[config.mk]
export PLATFORM = sky130hd
export DESIGN_NAME = mult_eval_sequencer
export DESIGN_NICKNAME = d
export VERILOG_FILES = /design/src/rtl/mult_eval_pkg.sv /design/src/rtl/mult_eval_pipe.sv /design/src/rtl/mult_eval_sequencer.sv
export SDC_FILE = /design/constraint.sdc
export NUM_CORES = 1
export LEC_CHECK = 0
export CORE_MARGIN = 3
export CORE_UTILIZATION = 39
export DETAILED_ROUTE_END_ITERATION = 6
export PLACE_DENSITY_LB_ADDON = 0.2
export SKIP_CTS_REPAIR_TIMING = 1
export SLEW_MARGIN = 25
export SYNTH_ARGS = -nofsm -noshare
export SYNTH_HDL_FRONTEND = slang
export SYNTH_SLANG_ARGS = --single-unit
[constraint.sdc]
create_clock -name clk -period 4.44 [get_ports clk]
set_input_delay 1.332 -clock clk [delete_from_list [all_inputs] [get_ports clk]]
set_output_delay 1.332 -clock clk [all_outputs]
set_load 0.02 [all_outputs]
[src/rtl/mult_eval_pkg.sv]
// Shared types and width helpers for the multiplier evaluation sequencer.
// Widths are derived from the operand width so no counter can overflow.
package mult_eval_pkg;

  typedef enum logic [1:0] {
    IDLE,
    SWEEP,
    DRAIN,
    DONE
  } state_e;

  function automatic int num_vec(input int w);
    return 1 << (2 * w);
  endfunction

  function automatic int err_w(input int w);
    return 2 * w + 1;
  endfunction

  function automatic int bes_w(input int w);
    return 2 * w + $clog2(2 * w) + 1;
  endfunction

  function automatic int drn_w(input int lat);
    return (lat < 2) ? 1 : $clog2(lat);
  endfunction

endpackage

[src/rtl/mult_eval_pipe.sv]
// LAT-deep delay line carrying {valid, operands, golden product}.
// Collapses to a wire at LAT=0; reset clears every stage.
module mult_eval_pipe
  import mult_eval_pkg::*;
#(
  parameter int LAT = 0,
  parameter int DW  = 1
) (
  input  logic          clk,
  input  logic          rst,
  input  logic [DW-1:0] in_i,
  output logic [DW-1:0] out_o
);

  generate
    if (LAT == 0) begin : g_pass
      assign out_o = in_i;
    end else begin : g_dly
      logic [DW-1:0] stg_q [LAT];

      always_ff @(posedge clk) begin
        if (rst) begin
          for (int i = 0; i < LAT; i++)
            stg_q[i] <= '0;
        end else begin
          stg_q[0] <= in_i;
          for (int i = 1; i < LAT; i++)
            stg_q[i] <= stg_q[i-1];
        end
      end

      assign out_o = stg_q[LAT-1];
    end
  endgenerate

endmodule

[src/rtl/mult_eval_sequencer.sv]
// Sweeps every operand pair through a multiplier candidate and scores it
// against a golden product: mismatch count, bit-error sum, first failure.
module mult_eval_sequencer
  import mult_eval_pkg::*;
#(
  parameter int W   = 2,
  parameter int LAT = 0
) (
  input  logic                    clk,
  input  logic                    rst,
  input  logic                    start,
  output logic                    busy,
  output logic                    done,
  output logic [W-1:0]            dut_a,
  output logic [W-1:0]            dut_b,
  input  logic [2*W-1:0]          dut_p,
  output logic [err_w(W)-1:0]     err_cnt,
  output logic [bes_w(W)-1:0]     bit_err_sum,
  output logic                    ff_valid,
  output logic [W-1:0]            ff_a,
  output logic [W-1:0]            ff_b,
  output logic [2*W-1:0]          ff_p
);

  localparam int PW = 2 * W;
  localparam int EW = err_w(W);
  localparam int BW = bes_w(W);
  localparam int CW = drn_w(LAT);
  localparam int DW = 1 + PW + PW;
  localparam logic [CW-1:0] DRN_LAST = CW'((LAT > 0) ? LAT - 1 : 0);

  state_e        state_q, state_d;
  logic [PW-1:0] idx_q, idx_d;
  logic [CW-1:0] drn_q, drn_d;
  logic          clr;

  always_ff @(posedge clk) begin
    if (rst) begin
      state_q <= IDLE;
      idx_q   <= '0;
      drn_q   <= '0;
    end else begin
      state_q <= state_d;
      idx_q   <= idx_d;
      drn_q   <= drn_d;
    end
  end

  always_comb begin
    state_d = state_q;
    idx_d   = idx_q;
    drn_d   = drn_q;
    clr     = 1'b0;
    unique case (state_q)
      IDLE: begin
        if (start) begin
          state_d = SWEEP;
          idx_d   = '0;
          drn_d   = '0;
          clr     = 1'b1;
        end
      end
      SWEEP: begin
        if (idx_q == '1) begin
          state_d = (LAT > 0) ? DRAIN : DONE;
        end else begin
          idx_d = idx_q + PW'(1);
        end
      end
      DRAIN: begin
        if (drn_q == DRN_LAST) begin
          state_d = DONE;
        end else begin
          drn_d = drn_q + CW'(1);
        end
      end
      DONE: state_d = IDLE;
      default: state_d = IDLE;
    endcase
  end

  assign busy  = (state_q == SWEEP) || (state_q == DRAIN);
  assign done  = (state_q == DONE);
  assign dut_a = idx_q[PW-1:W];
  assign dut_b = idx_q[W-1:0];

  // Golden travels with its operands so the compare lines up with dut_p
  logic [PW-1:0] gold;
  logic [DW-1:0] pin, pout;
  logic          pv;
  logic [PW-1:0] pidx, pg;

  assign gold = PW'(dut_a) * PW'(dut_b);
  assign pin  = {state_q == SWEEP, idx_q, gold};

  mult_eval_pipe #(
    .LAT (LAT),
    .DW  (DW)
  ) u_pipe (
    .clk   (clk),
    .rst   (rst),
    .in_i  (pin),
    .out_o (pout)
  );

  assign {pv, pidx, pg} = pout;

  function automatic logic [BW-1:0] popcnt(input logic [PW-1:0] v);
    logic [BW-1:0] s;
    s = '0;
    for (int i = 0; i < PW; i++)
      s = s + BW'(v[i]);
    return s;
  endfunction

  logic [PW-1:0] diff;
  logic          mis;

  assign diff = dut_p ^ pg;
  assign mis  = pv && (diff != '0);

  logic [EW-1:0] err_q;
  logic [BW-1:0] bes_q;
  logic          ffv_q;
  logic [PW-1:0] ffi_q;
  logic [PW-1:0] ffp_q;

  always_ff @(posedge clk) begin
    if (rst || clr) begin
      err_q <= '0;
      bes_q <= '0;
      ffv_q <= 1'b0;
      ffi_q <= '0;
      ffp_q <= '0;
    end else if (mis) begin
      err_q <= err_q + EW'(1);
      bes_q <= bes_q + popcnt(diff);
      if (!ffv_q) begin
        ffv_q <= 1'b1;
        ffi_q <= pidx;
        ffp_q <= dut_p;
      end
    end
  end

  assign err_cnt     = err_q;
  assign bit_err_sum = bes_q;
  assign ff_valid    = ffv_q;
  assign ff_a        = ffi_q[PW-1:W];
  assign ff_b        = ffi_q[W-1:0];
  assign ff_p        = ffp_q;

endmodule

# Yosys cells after proc, flatten, opt, wreduce, memory -nomap -nowiden
# Index checks and enable logic that the tools add are counted.
[totals]
regBits = 28
output_inout_bits = 27
word_cells = 49
[classes]
n_addsub = 7
n_mul = 1
eq_ne = 8
muxes = 12
bitwise_logic = 2
n_reduce_logical = 11
[op_table]
columns = ["op", "count"]
rows = [
  ["$mux 4", 2],
  ["$pmux 2 s4", 1],
  ["$pmux 4 s2", 1],
  ["$add 7x4->7", 1],
  ["$mux 2", 3],
  ["$ne 2x2->1 const B", 3],
  ["$reduce_and 3->1", 2],
  ["$add 5x1->5 const B", 1],
  ["$add 3x1->4", 1],
  ["$add 4x1->4 const B", 1],
  ["$eq 2x2->1 const B", 2],
  ["$eq 4x4->1 const B", 1],
  ["$mul 2x2->4", 1],
  ["$mux 1", 4],
  ["$reduce_and 2->1", 2],
  ["$reduce_bool 2->1", 2],
  ["$reduce_bool 4->1", 1],
  ["$xor 4x4->4", 1],
  ["$add 2x1->3", 1],
  ["$add 1x1->2", 1],
  ["$eq 2x1->1 const B", 1],
  ["$logic_not 2->1", 1],
  ["$logic_or 1x1->1", 2],
  ["$ne 2x1->1 const B", 1],
  ["4 further kinds", 4],
]

# Longest topological paths before layout
[logic_depth]
word_depth = 6
depth_mapped = 14
mapped_depth_nobuf = 12

# Hierarchy
# A second synthesis with hierarchy kept.
[hier_totals]
cells_unflattened = 173
area_unflattened_um2 = 1508.9
[by_module_without_submodules]
columns = ["mod", "n_inst", "cells_per_inst", "area_each_um2"]
rows = [
  ["mult_eval_sequencer", 1, 164, 1441.4],
  ["mult_eval_pipe", 1, 9, 67.6],
]

# Worst setup path before layout
# OpenSTA, ideal clock, no wires.
[synth_timing]
kind = "input -> register"
start = "input dut_p[2]"
end = "register bes_q[6] (netlist: bit_err_sum[6])"
setup_time_ns = 0.072
arrival_ns = 3.928
required_ns = 4.368
path_slack_ns = 0.440
stages = 9
path_buffers = 1
cell_sequence = "xor2_2 -> inv_2 -> clkbuf_1 -> fa_1 -> fa_1 -> fa_1 -> nand4b_1 -> a211oi_1 -> mux2i_1"
[synth_via]
elab_chain_len = 4
elab_cells_between_ends = 6
[synth_lines]
columns = ["item", "line", "rtl"]
rows = [
  ["start, declared", "mult_eval_sequencer.sv:16", "input logic [2*W-1:0] dut_p,"],
  ["$xor 4x4->4 (*)", "mult_eval_sequencer.sv:119", "assign diff = dut_p ^ pg;"],
  ["$add 2x1->3", "mult_eval_sequencer.sv:112", "s = s + BW'(v[i]);"],
  ["$add 3x1->4", "mult_eval_sequencer.sv:112", ""],
  ["$add 7x4->7", "mult_eval_sequencer.sv:137", "bes_q <= bes_q + popcnt(diff);"],
  ["end signal, assigned", "mult_eval_sequencer.sv:137", ""],
  ["end, declared", "mult_eval_sequencer.sv:123", "logic [BW-1:0] bes_q;"],
]
# Every way passes the cells marked *; elsewhere a longest branch is shown, timed or not.
# A chain may end at the register's enable or synchronous reset.

# Worst setup path in the final report
[layout_timing]
start = "input dut_p[0]"
end = "register bes_q[6] (netlist: bit_err_sum[6])"
[layout_via]
elab_chain_len = 5
elab_cells_between_ends = 7
[layout_lines]
columns = ["item", "line"]
rows = [
  ["$xor 4x4->4 (*)", "mult_eval_sequencer.sv:119"],
  ["$add 1x1->2", "mult_eval_sequencer.sv:112"],
  ["$add 2x1->3", "mult_eval_sequencer.sv:112"],
  ["$add 3x1->4", "mult_eval_sequencer.sv:112"],
  ["$add 7x4->7", "mult_eval_sequencer.sv:137"],
]
# Marked as above.

==> impl_results.md <==
* Status: finished clean
* Reg2reg end: bit_err_sum[6]
* DRT Pass-1 Iters at 5
* Share of power burned in registers at 41.4%
* Htree depth at 1
* GPL Wtd Cong at 0.850
* TritonCTS Buffers at 3
* Worst path slowest cell: fa_1
* Slew headroom at 60.9%
* Initial Util at 41.5%
* Crit path cell chain: clkdlybuf4s50_1 -> a21bo_1 -> and2_1 -> fa_1 -> fa_1 -> fa_1 -> nand4b_1 -> a211oi_1 -> mux2i_1
* Mean Syn Cell Area at 9.03 sq um
* Worst slew pin tran at 0.584 ns
* Placed cell count at 246
* Synth async-reset ratio at 0%
* Max Fclk at 239 MHz
* Gr usage total at 14.9%
* Hold_ws at 0.465 ns
* DRC Markers at 0
* CP endpoint kind: flop
* Synth top area share at 34.8%
* Global-route wire length before repair at 6070 um
* Commonest non-fill, non-tap cell in the layout: clkdlybuf4s50_1
* Initial drt markers at 107
* Biggest area consumer among synthesized cells: dfxtp_1
* CP peak stage delay at 0.50 ns
* Combinational share of power at 38.6%
* Die Ht at 69.1 um
* Final std cells w/o fill at 250
* Final slew viol count at 0
* Power, Total at 0.699 mW
* FF+latch count, synth at 27
* Setup Viol. Count Final at 0
* I/O Buffers at 33
* Number of synthesized flops with an enable pin at 0
* Reg2reg path depth at 11
* Setup TNS at 0 ns
* CTS tree: yes
* Via/cell ratio at 5.44
* Final core occ at 52.5%
* Antenna Nets Post-Route at 0
* CTS clock-pin slew for the worst setup and hold paths at 0.09 ns
* CP top delay family: adder cells
* IO Pins at 34
* Post-Syn Nets at 191
* Switch share at 36.4%
* Initial antenna violation count at 0
* Share of cells above drive strength 1 at 5.94%
* Worst reg2reg startpoint: idx_q[2]
* Top FF cell, synth: dfxtp_1
* Post-layout min period at 4.18 ns
* Vias in the first global route at 1,322
* Hold Path End: ff_p[2]
* WL final at 3480 um
* Root Buffer: clkbuf_8
* Cells after Synth at 172
* Final Hold Viols at 0
* Psw at 0.255 mW
* Crit start category: input pin
* DIE WIDTH at 69.1 um
* Clock Latency Late Sink at 0.27 ns
* Maximum VDD drop at 0.228 mV
* Gr ovfl total at 0
* Max_cap viols at 0
* Hold crit path type: flop to flop
* Clk sinks at 27
* Yosys warning count at 0
* Hold Path Depth at 2
* Critical path's most frequent cell: fa_1
* Synthesized area at 1550 sq um
* Antenna diode count at 0
* Fraction of the cycle the final worst path needs at 94.1%
* Area growth, synth to finish at 26.5%
* Final-stage net count at 222
* Worst Path Max Fanout at 3
* Vias at 1,359
* Setup slack, reg-to-reg at 0.74 ns
* Worst setup path class: input pin to flop
* Die Footprint at 4770 sq um
* Clock tree buffer depth at 2
* Most frequent cells in the layout: clkdlybuf4s50_1, dfxtp_1, nand2_1, mux2i_1
* Clk pwr share at 20.1%
* Synth cell types at 41
* Internal Power at 0.444 mW
* Buf/Inv on CP at 1
* Pwr Density at 356 nW/um^2
* Routed wire per std cell at 13.9 um
* Start point of the worst hold path: ff_p[2]
* Arrival @ worst endpoint at 4.39 ns
* Layout fillers at 360
* Top cells by area, synth: dfxtp_1, mux2i_1, ha_1
* Seq/Total Area, Yosys at 34.8%
* Leakage at 0.742 nW
* Layout Skew at 0.00332 ns
* Core Footprint at 3740 sq um
* RSZ-0062 raised after global routing: no
* Critical Path RT at 4.65 ns
* Rows at 22
* Dpl hpwl at 2610 um
* Largest net degree at the start of global routing at 39
synthesized netlist by cell type, types with 3 or more instances:
cell,number
clkbuf_1,6
mux2i_1,15
nand4_1,9
fa_1,3
nor2_1,7
nand2b_1,4
nand2_1,26
ha_1,9
inv_1,7
a211oi_1,4
o21ai_0,3
o211ai_1,5
a21oi_1,7
dfxtp_1,27
and2_1,4
nand3_1,6
flip-flops by register name (all words and copies together) (netlist names):
signal / count
ff_valid: 1
err_cnt: 5
idx_q: 4
state_q: 2
ffi_q: 4
bit_err_sum: 7
ff_p: 4
layout make-up:
| class | count | area, sq um | area share [%] |
|---|---|---|---|
| Multi-Input combinational cell | 128 | 943 | 48.0 |
| Timing Repair Buffer | 35 | 345 | 17.6 |
| Sequential cell | 27 | 541 | 27.5 |
| Tap cell | 48 | 60.1 | 3.06 |
| Inverter | 8 | 30.0 | 1.53 |
| Clock buffer | 4 | 45.0 | 2.29 |
layer usage:
layer / vias up / part of all wire [%] / wire length [um] / global-route usage [%]
met2: 32 / 50 / 1730 / 25.7
met5: - / 0 / 0 / 0
met4: 0 / 0.60 / 21 / 3.69
met3: 4 / 4.1 / 142 / 2.92
met1: 652 / 46 / 1590 / 18.9
li1: 671 / - / - / -
worst register-to-register path, stage by stage (launching register included):
cell and delay (ns):
dfxtp_1 0.42, and2_1 0.23, ha_1 0.20, ha_1 0.31
xor2_2 0.26, inv_2 0.08, fa_1 0.48, fa_1 0.48
fa_1 0.42, nand4b_1 0.25, a211oi_1 0.31, mux2i_1 0.21
cell families after synthesis:
| logic type | count (synthesis) | share of synthesized area (%) |
|---|---|---|
| mux | 16 | 10.4 |
| compound gates | 31 | 15.1 |
| fa+ha+maj | 12 | 11.1 |
| buf+inv | 17 | 4.67 |
| flops | 27 | 34.8 |
| xor+xnor | 5 | 3.30 |
| simple gates | 64 | 20.5 |
power by group through the flow:
stage	combinational (mW)	clock (mW)	sequential, mW
CTS	0.272	0.144	0.289
detailed placement	0.269	0	0.294
floorplan	0.164	0	0.310
global route	0.297	0.155	0.293
global placement	0.262	0	0.293
finish	0.269	0.140	0.289
stage by stage:
stage	setup slack [ns]	cell area, sq um
detailed placement	-0.0317	1920
global route	0.118	1960
CTS	0.276	1960
finish	0.262	1960
global placement	0.0747	1920
floorplan	0.440	1550
worst max-delay path by stage:
| stage | start | to | slack (ns) | depth (start not counted) |
|---|---|---|---|---|
| after floorplan | dut_p[2] | bit_err_sum[6] | 0.44 | 9 |
| after global placement | dut_p[0] | bit_err_sum[6] | 0.07 | 9 |
| after detailed placement | dut_p[0] | bit_err_sum[6] | -0.03 | 9 |
| after CTS | dut_p[0] | bit_err_sum[6] | 0.28 | 9 |
| after global routing | dut_p[2] | bit_err_sum[6] | 0.12 | 9 |
| final | dut_p[0] | bit_err_sum[6] | 0.26 | 9 |
(Power assumes the default switching activity.)
==> RTL edit: new RTL, same flow settings <==
Add an input register stage for `dut_p`, without a reset; this delays it by one clock. The other inputs are not delayed to match.
--- a/src/rtl/mult_eval_sequencer.sv
+++ b/src/rtl/mult_eval_sequencer.sv
@@ -30,2 +30,8 @@
   localparam logic [CW-1:0] DRN_LAST = CW'((LAT > 0) ? LAT - 1 : 0);
+
+  logic [2*W-1:0] dut_p_q;
+
+  always_ff @(posedge clk) begin
+    dut_p_q <= dut_p;
+  end
 
@@ -118,3 +124,3 @@
 
-  assign diff = dut_p ^ pg;
+  assign diff = dut_p_q ^ pg;
   assign mis  = pv && (diff != '0);
@@ -140,3 +146,3 @@
         ffi_q <= pidx;
-        ffp_q <= dut_p;
+        ffp_q <= dut_p_q;
       end
Function: changed (Yosys sat finds a counterexample within 4 cycles, from zero or initial values and one cycle with rst high).
==> RTL edit against the unedited design <==
  * Sequential cell count is 4 higher
  * Highest routed layer unchanged
  * Area after synthesis down 3.9%
  * Largest power group unchanged
  * Wire length is 9.4% lower
  * Combinational power down 16%
  * Worst setup slack improved by 0.26 ns
  * Via count is 14% lower
  * Cell area is 0.96% lower
  * Count of clock-buffer cells in the layout rose by 4
  * Power rose by 12%
  * Critical path type is now flip-flop to flip-flop
==> RTL edit: results <==
metrics = {
    "outcome": {
        "status": "completed",
    },
    "global_route": {
        "grtUsageTotal_pct": 15.2,
        "grt_pass1_vias": 1129,
        "grt_max_degree": 23,
        "grt_pass1_wl_mm": 5.22,
    },
    "power_and_ir_drop": {
        "p_seq_w": 0.000323,
        "p_clk_w": 0.000237,
        "power.switching_w": 0.000247,
        "leakagePower_nw": 0.730,
    },
    "clock_tree": {
        "cts_htree_levels": 2,
        "cts_inserted_buffers": 5,
        "clk_pin_slew_ns": 0.06,
    },
    "finish": {
        "largest_reg_flops": 7,
        "fin_cells": 236,
        "drive_above_1_share_pct": 9.47,
        "fillers": 313,
    },
    "synthesis": {
        "avgSynthCellArea_um2": 9.81,
        "synth_nets": 171,
        "synthTopCellsByArea": "dfxtp_1, nor2_1, ha_1",
        "ys_types": 35,
        "yosysSeqAreaShare_pct": 41.6,
        "synth_common_cells": "nor2_1, dfxtp_1, xnor2_1, mux2i_1, ha_1",
    },
    "critical_path": {
        "path_max_fanout": 8,
        "cp_slowest_cell": "or4b_2",
        "critical_path.max_stage_delay_ns": 0.59,
        "crit_arrival_ns": 4.07,
    },
    "timing": {
        "fin_worst_skew_ns": 0.00519,
        "tightest_slew_ns": 0.616,
    },
    "placement": {
        "gp_congestion": 0.830,
        "dpl.hpwl_mm": 2.23,
        "post_dp_cell_area_um2": 1850,
    },
    "drt": {
        "drt-total-wl_mm": 3.15,
        "dr.pass1.iters": 4,
        "vias_per_cell": 4.98,
        "drtIter0Drc": 30,
    },
}
==> RTL edit: changes by cell type after synthesis, moves of 4 or more <==
cell,change
o211ai_1,-5
nor2_1,+25
xnor2_1,+9
nand4_1,-7
mux2i_1,-5
dfxtp_1,+4
nand2b_1,-4
nand2_1,-23
clkbuf_1,-6
==> RTL edit: cells by family after synthesis <==
family / Yosys count / synth area share [%]
AO/OA/AOI/OAI: 20 / 9.98
flip-flops: 31 / 41.6
XOR/XNOR: 13 / 7.63
multiplexers: 10 / 6.71
buffers and inverters: 12 / 4.78
AND/OR/NAND/NOR: 54 / 17.7
adder cells (fa/ha/maj): 12 / 11.6
==> RTL edit: area by class of cell <==
class	count	area [µm²]	share of cell area (%)
multi-input cells	109	800	41.1
repair buffers	34	338	17.4
well taps	46	57.6	2.96
inverters	8	30.0	1.54
clock buffers	8	100	5.14
flip-flops and latches	31	621	31.9
==> RTL edit: worst paths after layout <==
check | startpoint | end | slack, ns
min | ffi_q[1] | ffi_q[1] | 0.50
max reg2reg | idx_q[2] | bit_err_sum[6] | 0.52
max | idx_q[2] | bit_err_sum[6] | 0.52
min reg2reg | ffi_q[1] | ffi_q[1] | 0.50
==> RTL edit: per-stage QoR <==
step                hold slack, ns  total power, W
floorplan                    0.471        0.000481
global route                 0.538        0.000831
detailed placement           0.488        0.000553
finish                       0.495        0.000785
global placement             0.483        0.000545
CTS                          0.505        0.000794
==> RTL edit: routing by layer <==
layer / global-route usage (%) / part of all wire [%] / wire length, µm / vias to the layer above
met5: 0 / 0 / 0 / -
met4: 5.96 / 0.73 / 23 / 0
met2: 25.4 / 47 / 1480 / 36
met3: 3.45 / 5.2 / 165 / 2
met1: 18.9 / 47 / 1480 / 554
li1: - / - / - / 583
